--- src/rtl/class_hvec_stream_pkg.sv ---
// Shared configuration for the class-hypervector streamer: default geometry,
// index-width helper and FSM state encoding.
package hdc_cfg_pkg;

  localparam int NUM_CLASSES_DEF = 8;
  localparam int NUM_FRAMES_DEF  = 3;
  localparam int FRAME_W_DEF     = 64;

  // Index width for n items, never narrower than one bit.
  function automatic int idx_w(input int n);
    return (n > 1) ? $clog2(n) : 1;
  endfunction

  localparam int CLASS_W_DEF     = idx_w(NUM_CLASSES_DEF);
  localparam int FRAME_IDX_W_DEF = idx_w(NUM_FRAMES_DEF);

  typedef enum logic [1:0] {
    ST_IDLE   = 2'd0,
    ST_FETCH  = 2'd1,
    ST_STREAM = 2'd2
  } state_e;

endpackage

--- src/rtl/class_hvec_stream_if.sv ---
// Command, frame-write and beat-output channels of the class-vector streamer.
// master = producer of commands/writes and consumer of beats; slave = the store.
interface class_hvec_stream_if
  import hdc_cfg_pkg::*;
#(
  parameter int CLASS_W     = CLASS_W_DEF,
  parameter int FRAME_IDX_W = FRAME_IDX_W_DEF,
  parameter int FRAME_W     = FRAME_W_DEF
);
  logic                   cmd_valid;
  logic                   cmd_ready;
  logic                   cmd_sweep;
  logic [CLASS_W-1:0]     cmd_class;
  logic                   cmd_err;

  logic                   wr_en;
  logic [CLASS_W-1:0]     wr_class;
  logic [FRAME_IDX_W-1:0] wr_frame;
  logic [FRAME_W-1:0]     wr_data;

  logic                   out_valid;
  logic                   out_ready;
  logic [FRAME_W-1:0]     out_data;
  logic [CLASS_W-1:0]     out_class;
  logic [FRAME_IDX_W-1:0] out_frame;
  logic                   out_last_frame;
  logic                   out_last;

  modport master (
    output cmd_valid, cmd_sweep, cmd_class, wr_en, wr_class, wr_frame, wr_data, out_ready,
    input  cmd_ready, cmd_err, out_valid, out_data, out_class, out_frame, out_last_frame, out_last
  );

  modport slave (
    input  cmd_valid, cmd_sweep, cmd_class, wr_en, wr_class, wr_frame, wr_data, out_ready,
    output cmd_ready, cmd_err, out_valid, out_data, out_class, out_frame, out_last_frame, out_last
  );

endinterface

--- src/rtl/class_hvec_stream_bank.sv ---
// Frame storage: one write port, one registered read port. A same-address
// write and read in one cycle returns the old word (read-before-write).
module class_hvec_bank
  import hdc_cfg_pkg::*;
#(
  parameter int DEPTH  = NUM_CLASSES_DEF * NUM_FRAMES_DEF,
  parameter int WIDTH  = FRAME_W_DEF,
  parameter int ADDR_W = idx_w(NUM_CLASSES_DEF * NUM_FRAMES_DEF)
) (
  input  logic              clk,
  input  logic              rst_n,
  input  logic              we,
  input  logic [ADDR_W-1:0] waddr,
  input  logic [WIDTH-1:0]  wdata,
  input  logic              re,
  input  logic [ADDR_W-1:0] raddr,
  output logic [WIDTH-1:0]  rdata
);

  logic [WIDTH-1:0] mem [DEPTH];

  // Storage array carries no reset so it maps onto RAM.
  always_ff @(posedge clk) begin
    if (we) mem[waddr] <= wdata;
  end

  // Read register only updates on a fetch, so it holds the presented beat.
  always_ff @(posedge clk or negedge rst_n) begin
    if (!rst_n)  rdata <= '0;
    else if (re) rdata <= mem[raddr];
  end

endmodule

--- src/rtl/class_hvec_stream.sv ---
// Writable class-hypervector store that streams the frames of one class, or
// of every class in order, over a valid/ready channel.
module class_hvec_stream
  import hdc_cfg_pkg::*;
#(
  parameter int NUM_CLASSES = NUM_CLASSES_DEF,
  parameter int NUM_FRAMES  = NUM_FRAMES_DEF,
  parameter int FRAME_W     = FRAME_W_DEF
) (
  input  logic               clk,
  input  logic               rst_n,
  class_hvec_stream_if.slave bus
);

  localparam int CLASS_W     = idx_w(NUM_CLASSES);
  localparam int FRAME_IDX_W = idx_w(NUM_FRAMES);
  localparam int DEPTH       = NUM_CLASSES * NUM_FRAMES;
  localparam int ADDR_W      = idx_w(DEPTH);
  localparam logic [FRAME_IDX_W-1:0] LAST_FRAME = FRAME_IDX_W'(NUM_FRAMES - 1);
  localparam logic [CLASS_W-1:0]     LAST_CLASS = CLASS_W'(NUM_CLASSES - 1);

  function automatic logic [ADDR_W-1:0] addr_of(input logic [CLASS_W-1:0] c,
                                                input logic [FRAME_IDX_W-1:0] f);
    return ADDR_W'(c) * ADDR_W'(NUM_FRAMES) + ADDR_W'(f);
  endfunction

  state_e                 state_q, state_d;
  logic                   sweep_q;
  logic [CLASS_W-1:0]     cur_class_q, nxt_class;
  logic [FRAME_IDX_W-1:0] cur_frame_q, nxt_frame;
  logic                   cmd_err_q;
  logic                   cmd_bad, cmd_acc, streaming, fire, is_last_frame, is_last;
  logic                   wr_ok, rd_en;
  logic [ADDR_W-1:0]      rd_addr;
  logic [FRAME_W-1:0]     rd_data;

  // cur_* always names the word sitting in the read register (the presented beat).
  assign cmd_bad       = !bus.cmd_sweep && (32'(bus.cmd_class) >= NUM_CLASSES);
  assign cmd_acc       = (state_q == ST_IDLE) && bus.cmd_valid && !cmd_bad;
  assign streaming     = (state_q == ST_STREAM);
  assign fire          = streaming && bus.out_ready;
  assign is_last_frame = (cur_frame_q == LAST_FRAME);
  assign is_last       = is_last_frame && (!sweep_q || cur_class_q == LAST_CLASS);
  assign nxt_frame     = is_last_frame ? '0 : cur_frame_q + FRAME_IDX_W'(1);
  assign nxt_class     = is_last_frame ? cur_class_q + CLASS_W'(1) : cur_class_q;
  assign wr_ok         = bus.wr_en && (32'(bus.wr_class) < NUM_CLASSES)
                                   && (32'(bus.wr_frame) < NUM_FRAMES);

  // FSM state register.
  always_ff @(posedge clk or negedge rst_n) begin
    if (!rst_n) state_q <= ST_IDLE;
    else        state_q <= state_d;
  end

  // Next state: one fetch cycle, then stream until the last beat is taken.
  always_comb begin
    state_d = state_q;
    case (state_q)
      ST_IDLE:   if (cmd_acc) state_d = ST_FETCH;
      ST_FETCH:  state_d = ST_STREAM;
      ST_STREAM: if (fire && is_last) state_d = ST_IDLE;
      default:   state_d = ST_IDLE;
    endcase
  end

  // FSM outputs: handshake levels and the read strobe; an accepted beat
  // prefetches its successor so back-to-back beats run at one per cycle.
  always_comb begin
    bus.cmd_ready = 1'b0;
    bus.out_valid = 1'b0;
    rd_en         = 1'b0;
    rd_addr       = addr_of(cur_class_q, cur_frame_q);
    case (state_q)
      ST_IDLE:   bus.cmd_ready = 1'b1;
      ST_FETCH:  rd_en = 1'b1;
      ST_STREAM: begin
        bus.out_valid = 1'b1;
        if (fire && !is_last) begin
          rd_en   = 1'b1;
          rd_addr = addr_of(nxt_class, nxt_frame);
        end
      end
      default: ;
    endcase
  end

  // Command latch, position counters and the error pulse.
  always_ff @(posedge clk or negedge rst_n) begin
    if (!rst_n) begin
      sweep_q     <= 1'b0;
      cur_class_q <= '0;
      cur_frame_q <= '0;
      cmd_err_q   <= 1'b0;
    end else begin
      cmd_err_q <= (state_q == ST_IDLE) && bus.cmd_valid && cmd_bad;
      if (cmd_acc) begin
        sweep_q     <= bus.cmd_sweep;
        cur_class_q <= bus.cmd_sweep ? '0 : bus.cmd_class;
        cur_frame_q <= '0;
      end else if (fire && !is_last) begin
        cur_class_q <= nxt_class;
        cur_frame_q <= nxt_frame;
      end
    end
  end

  class_hvec_bank #(
    .DEPTH  (DEPTH),
    .WIDTH  (FRAME_W),
    .ADDR_W (ADDR_W)
  ) u_bank (
    .clk   (clk),
    .rst_n (rst_n),
    .we    (wr_ok),
    .waddr (addr_of(bus.wr_class, bus.wr_frame)),
    .wdata (bus.wr_data),
    .re    (rd_en),
    .raddr (rd_addr),
    .rdata (rd_data)
  );

  assign bus.cmd_err        = cmd_err_q;
  assign bus.out_data       = rd_data;
  assign bus.out_class      = cur_class_q;
  assign bus.out_frame      = cur_frame_q;
  assign bus.out_last_frame = streaming && is_last_frame;
  assign bus.out_last       = streaming && is_last;

endmodule

--- src/flat_wrapper.sv ---
// flat-port wrapper written by rule: the top's interface ports become plain ports
module class_hvec_stream_flat import hdc_cfg_pkg::*;
#(
  parameter int NUM_CLASSES = NUM_CLASSES_DEF,
  parameter int NUM_FRAMES  = NUM_FRAMES_DEF,
  parameter int FRAME_W     = FRAME_W_DEF
)
  (clk, rst_n, bus_cmd_valid, bus_cmd_sweep, bus_cmd_class, bus_wr_en, bus_wr_class, bus_wr_frame, bus_wr_data, bus_out_ready, bus_cmd_ready, bus_cmd_err, bus_out_valid, bus_out_data, bus_out_class, bus_out_frame, bus_out_last_frame, bus_out_last);
  class_hvec_stream_if #(.CLASS_W(3), .FRAME_IDX_W(2), .FRAME_W(FRAME_W)) bus_i ();
  input  logic clk;
  input  logic rst_n;
  input wire logic [$bits(bus_i.cmd_valid)-1:0] bus_cmd_valid;
  input wire logic [$bits(bus_i.cmd_sweep)-1:0] bus_cmd_sweep;
  input wire logic [$bits(bus_i.cmd_class)-1:0] bus_cmd_class;
  input wire logic [$bits(bus_i.wr_en)-1:0] bus_wr_en;
  input wire logic [$bits(bus_i.wr_class)-1:0] bus_wr_class;
  input wire logic [$bits(bus_i.wr_frame)-1:0] bus_wr_frame;
  input wire logic [$bits(bus_i.wr_data)-1:0] bus_wr_data;
  input wire logic [$bits(bus_i.out_ready)-1:0] bus_out_ready;
  output wire logic [$bits(bus_i.cmd_ready)-1:0] bus_cmd_ready;
  output wire logic [$bits(bus_i.cmd_err)-1:0] bus_cmd_err;
  output wire logic [$bits(bus_i.out_valid)-1:0] bus_out_valid;
  output wire logic [$bits(bus_i.out_data)-1:0] bus_out_data;
  output wire logic [$bits(bus_i.out_class)-1:0] bus_out_class;
  output wire logic [$bits(bus_i.out_frame)-1:0] bus_out_frame;
  output wire logic [$bits(bus_i.out_last_frame)-1:0] bus_out_last_frame;
  output wire logic [$bits(bus_i.out_last)-1:0] bus_out_last;
  assign bus_i.cmd_valid = bus_cmd_valid;
  assign bus_i.cmd_sweep = bus_cmd_sweep;
  assign bus_i.cmd_class = bus_cmd_class;
  assign bus_i.wr_en = bus_wr_en;
  assign bus_i.wr_class = bus_wr_class;
  assign bus_i.wr_frame = bus_wr_frame;
  assign bus_i.wr_data = bus_wr_data;
  assign bus_i.out_ready = bus_out_ready;
  assign bus_cmd_ready = bus_i.cmd_ready;
  assign bus_cmd_err = bus_i.cmd_err;
  assign bus_out_valid = bus_i.out_valid;
  assign bus_out_data = bus_i.out_data;
  assign bus_out_class = bus_i.out_class;
  assign bus_out_frame = bus_i.out_frame;
  assign bus_out_last_frame = bus_i.out_last_frame;
  assign bus_out_last = bus_i.out_last;
  class_hvec_stream #(.NUM_CLASSES(NUM_CLASSES), .NUM_FRAMES(NUM_FRAMES), .FRAME_W(FRAME_W)) u_core (.clk(clk), .rst_n(rst_n), .bus(bus_i));
endmodule
--- config.mk ---
export PLATFORM = sky130hd
export DESIGN_NAME = class_hvec_stream_flat
export DESIGN_NICKNAME = d
export VERILOG_FILES = /design/src/rtl/class_hvec_stream_pkg.sv /design/src/rtl/class_hvec_stream_if.sv /design/src/rtl/class_hvec_stream_bank.sv /design/src/rtl/class_hvec_stream.sv /design/src/flat_wrapper.sv
export SDC_FILE = /design/constraint.sdc
export NUM_CORES = 2
export LEC_CHECK = 0
export BUFFER_PORTS_ARGS = -buffer_cell sky130_fd_sc_hd__buf_2
export CORE_MARGIN = 8
export CORE_UTILIZATION = 50
export DETAILED_ROUTE_END_ITERATION = 8
export PLACE_DENSITY = 0.68
export SYNTH_ARGS = -nofsm -noshare
export SYNTH_HDL_FRONTEND = slang
export SYNTH_SLANG_ARGS = --single-unit
export TNS_END_PERCENT = 100
--- constraint.sdc ---
create_clock -name clk -period 6.74 [get_ports clk]
set_input_delay 1.348 -clock clk [delete_from_list [all_inputs] [get_ports clk]]
set_output_delay 1.348 -clock clk [all_outputs]
set_load 0.01 [all_outputs]
-- After elaboration in Yosys (flattened, before gate mapping)
Memory sizes are Yosys's and may differ from the RTL's. A register that Yosys moved wholly into a read port is not among the register bits.
Index checks and enable logic that the tools add are counted.
- flip-flop bits (word level): 8
- RAM bits: 1536
- logic and storage cells: 53
- memories: 1
- $add $sub $neg: 5
- multipliers: 3
- $lt $le $gt $ge: 1
- equality and inequality tests: 6
- mux-type cells: 18
- reduce and logical (&&, ||, !) cells: 15
- memory list (memory ; words ; bits a word ; rd ports ; clocked after memory_dff ; wr ports ; RTL line ; RTL):
    u_core.u_bank.mem ; 24 ; 64 ; 1 ; 1 ; 1 ; class_hvec_stream_bank.sv:20 ; logic [WIDTH-1:0] mem [DEPTH];
- operators by type and width (kind ; number):
    $add A5 B2 Y5 ; 3
    $mul A3 B2 Y5 const B ; 3
    $mux W3 ; 4
    $mux W2 ; 5
    $mux W5 ; 2
    $logic_and A1 B1 Y1 ; 8
    $pmux W2 S3 ; 1
    $mux W1 ; 5
    $eq A2 B2 Y1 const B ; 2
    $add A3 B1 Y3 const B ; 1
    $eq A3 B3 Y1 const B ; 1
    $logic_not A1 Y1 ; 3
    $add A2 B1 Y2 const B ; 1
    $eq A2 B1 Y1 const B ; 1
    $logic_not A2 Y1 ; 1
    $lt A2 B2 Y1 const B ; 1
    $ne A2 B1 Y1 const B ; 1
    $ne A2 B2 Y1 const B ; 1
    $pmux W1 S2 ; 1
    $reduce_and A2 Y1 ; 1
    $reduce_bool A2 Y1 ; 1
    $logic_or A1 B1 Y1 ; 1

-- Logic depth before layout (Yosys ltp)
- depth in word-level cells: 7
- gate-level depth with buffers: 18
- gate-level depth less buffers: 14

-- Modules after synthesis
Synthesis repeated with hierarchy kept, for this count alone.
- cells, all modules: 3153
- area total of the unflattened synthesis: 62540.0 µm²
- modules (own cells, without submodules) (module ; instances ; cells an instance ; area each (µm²)):
    class_hvec_bank ; 1 ; 3039 ; 61451.4
    class_hvec_stream ; 1 ; 114 ; 1088.5

-- Worst setup path after synthesis
Ideal clock, no wire load.
- path type: input to register
- start point: input bus_wr_frame[1]
- end point: memory u_core.u_bank.mem[18][0] (netlist name), enable pin
- library setup time: 0.487 ns
- arrival time: 5.730 ns
- data required time: 6.253 ns
- setup slack: 0.524 ns
- stages: 7
- buffers on the path: 0
- cell sequence: fa_1 > ha_1 > fa_1 > xnor2_1 > nor2b_1 > nand2_1 > nor2_1
- word-level cells in the longest chain between the ends: 4
- RTL lines (element ; RTL line ; RTL):
    start, declared ; flat_wrapper.sv:17 ; input wire logic [$bits(bus_i.wr_frame)-1:0] bus_wr_frame;
    $lt A2 B2 Y1 ; class_hvec_stream.sv:47 ; && (32'(bus.wr_frame) < NUM_FRAMES);
    $logic_and A1 B1 Y1 ; class_hvec_stream.sv:47 ;
    $mux W1 ; class_hvec_stream_bank.sv:24 ; if (we) mem[waddr] <= wdata;
    $mux W1 (implied by the code) ; class_hvec_stream_bank.sv:24 ;
    end, declared ; class_hvec_stream_bank.sv:20 ;
Several ways; a longest one is shown, not always the timed one.

-- Worst setup path after layout
- start point: register u_core.cur_frame_q[0] (netlist: u_core.bus.out_frame[0])
- end point: register u_core.u_bank.rdata[6], read port of u_core.u_bank.mem
- word-level cells in the longest chain between the ends: 6
- RTL lines (element ; RTL line ; RTL):
    start, declared ; class_hvec_stream.sv:30 ; logic [FRAME_IDX_W-1:0] cur_frame_q, nxt_frame;
    start signal, assigned ; class_hvec_stream.sv:102 ; cur_frame_q <= nxt_frame;
    $eq A2 B2 Y1 ; class_hvec_stream.sv:42 ; assign is_last_frame = (cur_frame_q == LAST_FRAME);
    $mux W3 / $logic_and A1 B1 Y1 (equally long branches) ; class_hvec_stream.sv:45, class_hvec_stream.sv:43 ;
    $mul A3 B2 Y5 / $logic_not A1 Y1 (equally long branches) ; class_hvec_stream.sv:24, class_hvec_stream.sv:78 ;
    $add A5 B2 Y5 / $logic_and A1 B1 Y1 (equally long branches) ; class_hvec_stream.sv:24, class_hvec_stream.sv:78 ;
    $mux W5 / $mux W1 (equally long branches) ; class_hvec_stream.sv:78 ; if (fire && !is_last) begin
    $mux W5 / $pmux W1 S2 (equally long branches) ; class_hvec_stream.sv:73 ; case (state_q)
    end, declared ; class_hvec_stream_bank.sv:17 ; output logic [WIDTH-1:0] rdata
Several ways; a longest one is shown, not always the timed one.
A chain may end at the register's enable or synchronous reset.

==> flow_summary.json <==
{
  "setup_viol": 0,
  "syn_nets": 4182,
  "drtIter0Drc": 4692,
  "synth_cells": 4078,
  "timing.reg2reg.setup_slack_ns": 1.71,
  "yosysMostFrequentCell": "edfxtp_1",
  "portBuffers": 150,
  "routabilityCongestion": 0.782,
  "syn2layout_area_growth_pct": 13.3,
  "slew_headroom": 0.234,
  "clkTransAtPathRegs_ns": 0.06,
  "reg2reg_depth": 14,
  "antenna_found_initial": 9,
  "n_fill_cell": 9719,
  "synthTopCellsByArea": "edfxtp_1 (72%), mux2i_1 (5.9%), nand2_1 (4.0%), nand3_1 (2.9%), dfrtp_1 (2.8%)",
  "seq_area_frac_synth": 0.753,
  "path_max_fanout": 41,
  "synth.distinct_cells": 57,
  "viasPerCell": 6.21,
  "finalHoldViolations": 0,
  "root_buffer": "clkbuf_16",
  "drive_gt1_frac": 0.138,
  "holdPathEnd": "u_core.u_bank.rdata[53]$_DFFE_PN0P_",
  "die_area_sq_um": 139000,
  "max_stage_delay_ns": 0.68,
  "hold_path_depth": 2,
  "holdWs_ns": 0.496,
  "power_density_nw_per_um2": 544,
  "syn_area_sq_um": 63600,
  "vias": 37500,
  "rsz0062_at_grt": "no",
  "synth_top_area_frac": 0.725,
  "drt_first_pass_iters": 6,
  "hold_path.class": "reg2reg",
  "avgSynthCellArea_sq_um": 15.6,
  "clock.fmax_mhz": 199,
  "critPathCaptureType": "flop",
  "yosys.area.top_type": "edfxtp_1",
  "synth_async_sr_flop_share": 0.0448,
  "rows": 131,
  "io_pins": 152,
  "cp-start-kind": "flop",
  "synth_edf_count": 1536,
  "cp.arrival_ns": 5.65,
  "cts.sinks": 1608,
  "cts_max_level": 4,
  "max-vdd-ir-drop_uv": 792,
  "hp-start": "u_core.u_bank.rdata[53]$_DFFE_PN0P_",
  "worstSetupPathType": "reg2reg",
  "die_w_microns": 373,
  "worst_pin_slew_ns": 1.15,
  "cts_post_setup_buffers_inserted": 0,
  "layout.nets": 4338,
  "crit_path_frequent_cell": "inv_1",
  "overflow": 0,
  "yosys-top-cells-count": "edfxtp_1 (1536), nand2_1 (684), mux2i_1 (375), nand3_1 (364), a211oi_1 (145)",
  "wl_per_cell_microns": 28.2,
  "grt_pass1_wl_mm": 248,
  "crit_path_cell_trace": "nor2b_4 -> xnor2_1 -> inv_1 -> fa_1 -> inv_1 -> ha_1 -> fa_1 -> inv_1 -> a211oi_2 -> a21o_4 -> buf_4 -> nor2_1 -> o21ai_0 -> nand3_1",
  "grt_pass1_vias": 36500,
  "cts_buffers": 162,
  "power_w": 0.0392,
  "die_h_microns": 373,
  "post-route-period-util": 0.746,
  "grt_use_total": 0.236,
  "crit_path_top_delay_cell": "fa_1",
  "design.core.area_sq_um": 127000,
  "rr_startpoint": "u_core.bus.out_frame[0]$_DFFE_PN0P_",
  "cts-resized-gates": 0,
  "status": "complete, no violations",
  "drc": 0,
  "place_ws_ns": 1.68,
  "cts_tree": "yes",
  "yosysWarnings": 0,
  "routed_wl_mm": 170,
  "hpwl_mm": 90.0,
  "clockBufferDepth": 3,
  "finalWorstSetupSlack_ns": 1.71,
  "ys.flop_type": "edfxtp_1",
  "setup_tns_ns": 0,
  "utilization": 0.568,
  "final-max-slew-violation-count": 0,
  "min_period_ns": 5.03,
  "maxCapViolations": 0,
  "grt_max_degree": 113,
  "drtAntennaViolNets": 0,
  "power.leakage_nw": 25.0,
  "ys_seq_elements": 1608,
  "reg2reg_to": "u_core.u_bank.rdata[6]$_DFFE_PN0P_",
  "skew_ns": 0.0258,
  "clock_latency_ns": 0.77,
  "cts_hold_buffers": 0,
  "cp.required_ns": 7.36,
  "start_util": 0.502
}
[state kept, by name, indices dropped and copies added (netlist names)]
signal,cells
u_core.bus.out_class,3
u_core.u_bank.mem,1536
u_core.u_bank.rdata,64
u_core.state_q,2
u_core.bus.out_frame,2
u_core.sweep_q,1
[cells in the final DEF, fill, tap and decap left out, types with 72 or more instances in the layout]
master        n
a211oi_1    145
clkbuf_16   167
nand3_1     364
nand2_1     684
mux2i_1     375
buf_4        79
dfrtp_1      72
buf_2       149
edfxtp_1   1536
inv_1        83
[worst max-delay path by stage]
stage	slack (ns)	end	start	depth (start not counted)
floorplan	0.52	u_core.u_bank.mem[18][0]$_DFFE_PP_	bus_wr_frame[1]	7
global placement	1.66	u_core.u_bank.mem[18][20]$_DFFE_PP_	bus_wr_frame[1]	9
detailed placement	1.68	u_core.u_bank.mem[19][20]$_DFFE_PP_	bus_wr_frame[1]	9
CTS	1.76	u_core.u_bank.rdata[1]$_DFFE_PN0P_	u_core.bus.out_frame[0]$_DFFE_PN0P_	14
global route	1.49	u_core.u_bank.rdata[20]$_DFFE_PN0P_	u_core.bus.out_frame[0]$_DFFE_PN0P_	14
finish	1.71	u_core.u_bank.rdata[6]$_DFFE_PN0P_	u_core.bus.out_frame[0]$_DFFE_PN0P_	14
[routing by layer]
metal,global-route usage,part of all wire
met1,0.340,0.42
met2,0.376,0.47
met3,0.0396,0.093
met4,0.0631,0.022
met5,0,0
[where the power goes]
part	internal [W]	switching, W
combinational	0.00599	0.0123
clock	0.00540	0.00372
sequential	0.0115	0.000331
[area by class of cell]
class	count	area, sq um	area share
clock buffer	232	4620	0.0641
clock inverter	70	837	0.0116
sequential	1608	47900	0.665
inverter	83	312	0.00432
tap	1662	2080	0.0289
antenna	6	15.0	0.000208
timing repair buffer	259	1960	0.0272
multi-input combinational	2120	14300	0.199
[worst max-delay path: cells and delay by family, from the launching register on]
family          cells  cell delay (ns)
compound gates      3             1.34
fa+ha+maj           3             1.41
simple gates        3             0.68
flops               1             0.48
buf+inv             4             0.73
xor+xnor            1             0.20
[cell families after synthesis]
logic type,Yosys count,share of synthesized area
DFF,1608,0.753
and+or+nand+nor,1136,0.0767
AOI/OAI and AO/OA,543,0.0662
muxes,409,0.0707
buffers and inverters,350,0.0266
adders and majority gates,26,0.00582
xor gates and xnor gates,5,0.000688
other,1,0.0000589
[metrics by stage]
| stage | cells | instance area [sq um] |
|---|---|---|
| 6_report | 6040 | 72100 |
| 5_1_grt | 6034 | 72100 |
| 4_1_cts | 6034 | 72100 |
| 3_5_place_dp | 5732 | 66600 |
| 3_3_place_gp | 5732 | 66600 |
| 2_1_floorplan | 4078 | 63600 |
Note: power is estimated with default switching activity, not from simulation.
